**src/rtl/clk_div_channel.sv**
```systemverilog
// One divided-clock channel. Even ratios use a single toggling flop; odd ratios
// combine a rising-edge flop with a falling-edge copy to get a half-cycle-exact 50% duty.
module clk_div_channel #(
    parameter int DIV = 2
) (
    input  logic clk,
    input  logic nrst,
    output logic clk_out
);

    localparam int            CW       = (DIV < 3) ? 1 : $clog2(DIV);
    localparam logic [CW-1:0] CNT_LAST = CW'(DIV - 1);
    localparam bit            IS_ODD   = (DIV % 2) == 1;

    logic [CW-1:0] cnt_q, cnt_d;

    always_comb begin
        cnt_d = cnt_q + 1'b1;
        if (cnt_q == CNT_LAST) begin
            cnt_d = '0;
        end
    end

    always_ff @(posedge clk) begin
        if (nrst) begin
            cnt_q <= '0;
        end else begin
            cnt_q <= cnt_d;
        end
    end

    generate
        if (DIV < 2) begin : g_bad_div
            $error("clk_div_channel: DIV must be >= 2");
        end

        if (!IS_ODD) begin : g_even
            localparam logic [CW-1:0] CNT_MID = CW'(DIV / 2 - 1);

            logic out_q, out_d;

            // Toggle on the count being entered, so the first rise lands on edge 1.
            always_comb begin
                out_d = out_q;
                if ((cnt_d == CNT_MID) || (cnt_d == CNT_LAST)) begin
                    out_d = ~out_q;
                end
            end

            always_ff @(posedge clk) begin
                if (nrst) begin
                    out_q <= 1'b0;
                end else begin
                    out_q <= out_d;
                end
            end

            assign clk_out = out_q;
        end else begin : g_odd
            localparam logic [CW-1:0] P_LEN = CW'((DIV - 1) / 2);

            logic p_q, p_d;
            logic n_q, n_d;

            always_comb begin
                p_d = (cnt_q < P_LEN);
                n_d = p_q;
            end

            always_ff @(posedge clk) begin
                if (nrst) begin
                    p_q <= 1'b0;
                end else begin
                    p_q <= p_d;
                end
            end

            // Half-cycle extension; clears itself one falling edge after p drops.
            always_ff @(negedge clk) begin
                n_q <= n_d;
            end

            assign clk_out = p_q | n_q;
        end
    endgenerate

endmodule

```
**src/rtl/clk_div_pair.sv**
```systemverilog
// Dual fixed-ratio clock divider: out2 at clk/DIV_A and out3 at clk/DIV_B,
// both 50% duty and phase-aligned on the first rising edge after reset release.
module clk_div_pair #(
    parameter int DIV_A = 2,
    parameter int DIV_B = 3
) (
    input  logic clk,
    input  logic nrst,
    output logic out2,
    output logic out3
);

    clk_div_channel #(
        .DIV (DIV_A)
    ) u_chan_a (
        .clk     (clk),
        .nrst    (nrst),
        .clk_out (out2)
    );

    clk_div_channel #(
        .DIV (DIV_B)
    ) u_chan_b (
        .clk     (clk),
        .nrst    (nrst),
        .clk_out (out3)
    );

endmodule

```
**config.mk**
```make
export PLATFORM = sky130hd
export DESIGN_NAME = clk_div_pair
export DESIGN_NICKNAME = d
export VERILOG_FILES = /design/src/rtl/clk_div_channel.sv /design/src/rtl/clk_div_pair.sv
export SDC_FILE = /design/constraint.sdc
export NUM_CORES = 1
export LEC_CHECK = 0
export ABC_CLOCK_PERIOD_IN_PS = 860
export BUFFER_PORTS_ARGS = -buffer_cell sky130_fd_sc_hd__buf_4
export CAP_MARGIN = 20
export CORE_AREA = 2 2 39 41
export CTS_CLUSTER_DIAMETER = 150
export DETAILED_ROUTE_END_ITERATION = 6
export DIE_AREA = 0 0 41 43
export HOLD_SLACK_MARGIN = 0.1
export PLACE_DENSITY = 0.3
export SLEW_MARGIN = 20
export SYNTH_ARGS = -nofsm -noshare
export SYNTH_HDL_FRONTEND = slang
export SYNTH_SLANG_ARGS = --single-unit
```
**constraint.sdc**
```tcl
create_clock -name clk -period 0.86 [get_ports clk]
set_input_delay 0.086 -clock clk [delete_from_list [all_inputs] [get_ports clk]]
set_output_delay 0.086 -clock clk [all_outputs]
set_load 0.01 [all_outputs]
```
==> impl_metrics.toml, run 1 <==
[synth]
syn_area_per_cell_um2 = 11.7
synthesis.area_um2 = 175
synth_nets = 19
netlist_instances = 15
yosysSeqAreaShare = 0.571
ys_warn_count = 0
synthDistinctLibCells = 8
ys_ff_latch = 5

[timing]
slew_headroom = 0.930
worst_pin_slew_ns = 0.105
setup_ws_ns = -0.565
final_hold_viol_count = 0
fin_worst_skew_ns = 0.0543
rsz0062_at_grt = "true"
setup_viol = 1
drv_slew = 0

[placement]
preCtsSetupSlack_ns = -0.263
gp_congestion = 0.535
port_buffers = 3
placed_area_um2 = 228

[route]
routedWlPerCell_um = 6.80
drtIter0Drc = 1
routed_wirelength_um = 272
drtAntennaViolNets = 0
drc = 0
dr.pass1.iters = 2
vias = 123
via_per_inst = 3.08

[min_path]
hp-class = "reg -> reg"

[critical_path]
max_stage_delay_ns = 0.28
cpMaxStageDelayCell = "dfxtp_1"
crit_path_end_kind = "output port"
path_class = "reg -> out"
cp.arrival_ns = 1.34
cp_max_fo = 1
cp_data_required_time_ns = 0.77
path_cells = "or2_1, buf_6"
start_kind = "flip-flop"

[final_layout]
n_antenna_cell = 0
final_cell_mix = "clkbuf_4 (3), buf_4 (3), dfxtp_1 (3)"
final_cell_area_um2 = 283
drive_gt1_frac = 0.625
nets = 29
n_fill_cell = 149
regArea_um2 = 103
multi_input_area_um2 = 78.8
synthToLayoutAreaGrowth_pct = 61.4

[clocking]
clk_latency_ns = 0.30
cts.sinks = 5
cts_tree = "yes"
post_cts_buffers = 0
numCtsBuffers = 3
htree_levels = 1
cts_buffer_depth = 2
cts_root_buffer = "clkbuf_4"
cts.reportedPaths.clkPinSlew_ns = 0.05

[die]
die_height_um = 43
start_util = 0.127
num_rows = 14
core_area_mm2 = 0.00138
dieArea_mm2 = 0.00176
die_w_um = 41
io_pins = 4

[global_route]
grt_pass1_wl_um = 489
track_usage = 0.0513
first_global_vias = 135
grt_antenna_before_repair = 0
grt_max_degree = 5
overflow = 0

[power]
leakagePower_nw = 0.124
power_per_cell_area_mw_per_mm2 = 2540
peakVddDrop_v = 0.000638
p_total_mw = 0.719

[outcome]
violations = "setup timing"
status = "complete, but fails checks"

[flow_run]
maxCapViolCount = 0
## final timing paths
path	endpoint	depth (start not counted)	startpoint	slack, ns
worst max-delay path	out3	2	u_chan_b.g_odd.n_q	-0.56
worst min-delay path	u_chan_a.clk_out	1	u_chan_a.clk_out	0.41
worst max register to register	u_chan_b.cnt_q[1]	3	u_chan_b.cnt_q[1]	0.02
worst min register to register	u_chan_a.clk_out	1	u_chan_a.clk_out	0.41
## report_power, final
group	switching (mW)	internal [mW]
Combinational	0.0580	0.0871
Clock	0.109	0.170
Sequential	0.0193	0.276
Total	0.186	0.533
## layout make-up
cell class,instances,share of cell area
inverters,2,0.0265
clock buffers,3,0.0796
clock inverters,2,0.0265
well taps,16,0.0708
flip-flops and latches,5,0.363
multi-input cells,7,0.279
repair buffers,5,0.155
## per-stage QoR
step,setup TNS (ns),util,std cells,hold slack [ns]
4_1_cts,-0.598,0.193,40,0.415
3_3_place_gp,-0.270,0.165,35,0.286
6_report,-0.565,0.204,40,0.410
3_5_place_dp,-0.280,0.165,35,0.286
2_1_floorplan,-0.160,-,15,0.149
5_1_grt,-0.606,0.204,40,0.440
## per-layer routing
metal | global-route usage | wire (um) | up-vias
met5 | 0 | 0 | -
met1 | 0.0355 | 114 | 55
li1 | - | - | 64
met3 | 0.0471 | 17 | 2
met4 | 0.0800 | 8 | 0
met2 | 0.0594 | 133 | 2
## flip-flops by register name, indices dropped and copies added, names as in the netlist
name / cells
u_chan_a.clk_out: 1
u_chan_b.cnt_q: 2
u_chan_b.g_odd.n_d: 1
u_chan_b.g_odd.n_q: 1
## critical path: cells and delay by family, from the launching register on
kind / cells / cell delay [ns]
buf+inv: 1 / 0.12
flops: 1 / 0.28
simple gates: 1 / 0.21
## cells by family after synthesis
group / Yosys count / synth area share
adder cells (fa/ha/maj): 2 / 0.143
AND/OR/NAND/NOR: 5 / 0.221
flip-flops: 5 / 0.571
buffers and inverters: 3 / 0.0643
## synthesized netlist by cell type, drive strengths merged
cell type | instances | area share
dfxtp | 5 | 0.57
ha | 2 | 0.14
inv | 3 | 0.064
nor2 | 1 | 0.021
nor2b | 1 | 0.036
nor3 | 1 | 0.057
nor3b | 1 | 0.071
or2 | 1 | 0.036
## timing repair
| action | CTS | global route |
|---|---|---|
| setup endpoints to repair | 2 | 2 |
| endpoints found under the hold margin | 4 | 0 |
| gates resized for setup | 2 | 2 |
| hold buffers | 1 | 0 |
(Power assumes the default switching activity.)
==> run 2, diff against run 1 <==
==> constraint.sdc (replaced) <==
create_clock -name clk -period 0.86 [get_ports clk]
set_input_delay 0.043 -clock clk [delete_from_list [all_inputs] [get_ports clk]]
set_output_delay 0.043 -clock clk [all_outputs]
set_load 0.01 [all_outputs]
==> run 2 against run 1 <==
Compared with the run above:
- the run still ends with setup timing left
- register-to-register slack lost 0.04 ns
- non-clock buffer count unchanged
- clock-buffer cell count is the same
- worst setup slack better by 0.050 ns
- worst hold slack got worse by 0.0038 ns
- global-route usage shrank 0.50 points
- largest power group unchanged
==> impl_metrics.toml, run 2 (synthesis gave the netlist of run 1 again) <==
[outcome]
status = "complete, but fails checks"
violations = "setup timing"

[die]
start_util = 0.127
core_area_mm2 = 0.00138
dieArea_mm2 = 0.00176
io_pins = 4
num_rows = 14
die_w_um = 41
die_height_um = 43

[route]
vias = 122
via_per_inst = 3.05
routedWlPerCell_um = 6.10
dr.pass1.iters = 1
routed_wirelength_um = 244
drtAntennaViolNets = 0
drtIter0Drc = 0
drc = 0

[placement]
placed_area_um2 = 228
preCtsSetupSlack_ns = -0.215
dp.cells = 35
port_buffers = 3
gp_congestion = 0.570
dp_hpwl_um = 186

[global_route]
busiest_layer = "met3"
first_global_vias = 116
grt_util_met1 = 0.0387
grt_antenna_before_repair = 0
met2_usage = 0.0406
grt_max_degree = 5
grtUsageMet3 = 0.0628
track_usage = 0.0462
grt_pass1_wl_um = 427
overflow = 0

[clocking]
cts_tree = "yes"
cts.sinks = 5
clk_latency_ns = 0.29
cts_buffer_depth = 2
numCtsBuffers = 3
cts.reportedPaths.clkPinSlew_ns = 0.04
htree_levels = 1
cts_root_buffer = "clkbuf_4"

[power]
power_per_cell_area_mw_per_mm2 = 2590
p_total_mw = 0.693
leakagePower_nw = 0.125
peakVddDrop_v = 0.000725

[final_layout]
drive_gt1_frac = 0.542
regArea_um2 = 103
final_cell_area_um2 = 268
synthToLayoutAreaGrowth_pct = 52.9
n_fill_cell = 164
final_util = 0.193
nets = 29
n_antenna_cell = 0
largest_register_ffs = 2
regMostFlops = "u_chan_b.cnt_q"
final_cell_mix = "clkbuf_4 (3), buf_4 (3), dfxtp_1 (3)"
multi_input_area_um2 = 63.8
layout.cells.non_filler = 40

[critical_path]
cp.arrival_ns = 1.33
cpMaxStageDelayCell = "dfxtp_1"
start_kind = "flip-flop"
path_class = "reg -> out"
cp_max_fo = 1
crit_buf_inv = 1
path_delay_family = "flip-flops"
cp_data_required_time_ns = 0.82
max_stage_delay_ns = 0.28
crit_path_end_kind = "output port"
path_cells = "or2_1, buf_6"

[timing]
worst_pin_slew_ns = 0.120
drv_slew = 0
final_hold_viol_count = 0
fin_worst_skew_ns = 0.0550
slew_headroom = 0.920
setup_viol = 2
fin_hold_ws_ns = 0.406
rsz0062_at_grt = "true"
setup_ws_ns = -0.515
fin_setup_tns_ns = -0.533

[flow_run]
maxCapViolCount = 0

[min_path]
hp-class = "reg -> reg"
run 2: path summary, 6_finish.rpt:
path / start / endpoint / slack [ns] / cells past startpoint
min reg2reg: u_chan_a.clk_out / u_chan_a.clk_out / 0.41 / 1
max reg2reg: u_chan_b.cnt_q[1] / u_chan_b.cnt_q[1] / -0.02 / 3
min: u_chan_a.clk_out / u_chan_a.clk_out / 0.41 / 1
max: u_chan_b.g_odd.n_q / out3 / -0.51 / 2
run 2: layout make-up:
cell class | instances | share of cell area
tap | 16 | 0.0748
sequential | 5 | 0.383
clock inverter | 2 | 0.0280
clock buffer | 3 | 0.0841
inverter | 2 | 0.0280
timing repair buffer | 5 | 0.164
multi-input combinational | 7 | 0.238
run 2: power by group:
| group | internal [mW] | leakage (nW) | switching (mW) |
|---|---|---|---|
| sequential | 0.276 | 0.0423 | 0.0175 |
| combinational | 0.0791 | 0.0578 | 0.0482 |
| clock | 0.169 | 0.0245 | 0.104 |
run 2: routing by layer:
layer | share of wire | routed length (um)
met5 | 0 | 0
met1 | 0.39 | 96
met2 | 0.46 | 113
met3 | 0.13 | 31
met4 | 0.016 | 4
run 2: timing repair:
item,in CTS,in global routing
hold buffers,1,0
resized for setup,2,0
buffers inserted,0,0
endpoints found under the hold margin,4,0
endpoints found under the setup margin,2,2
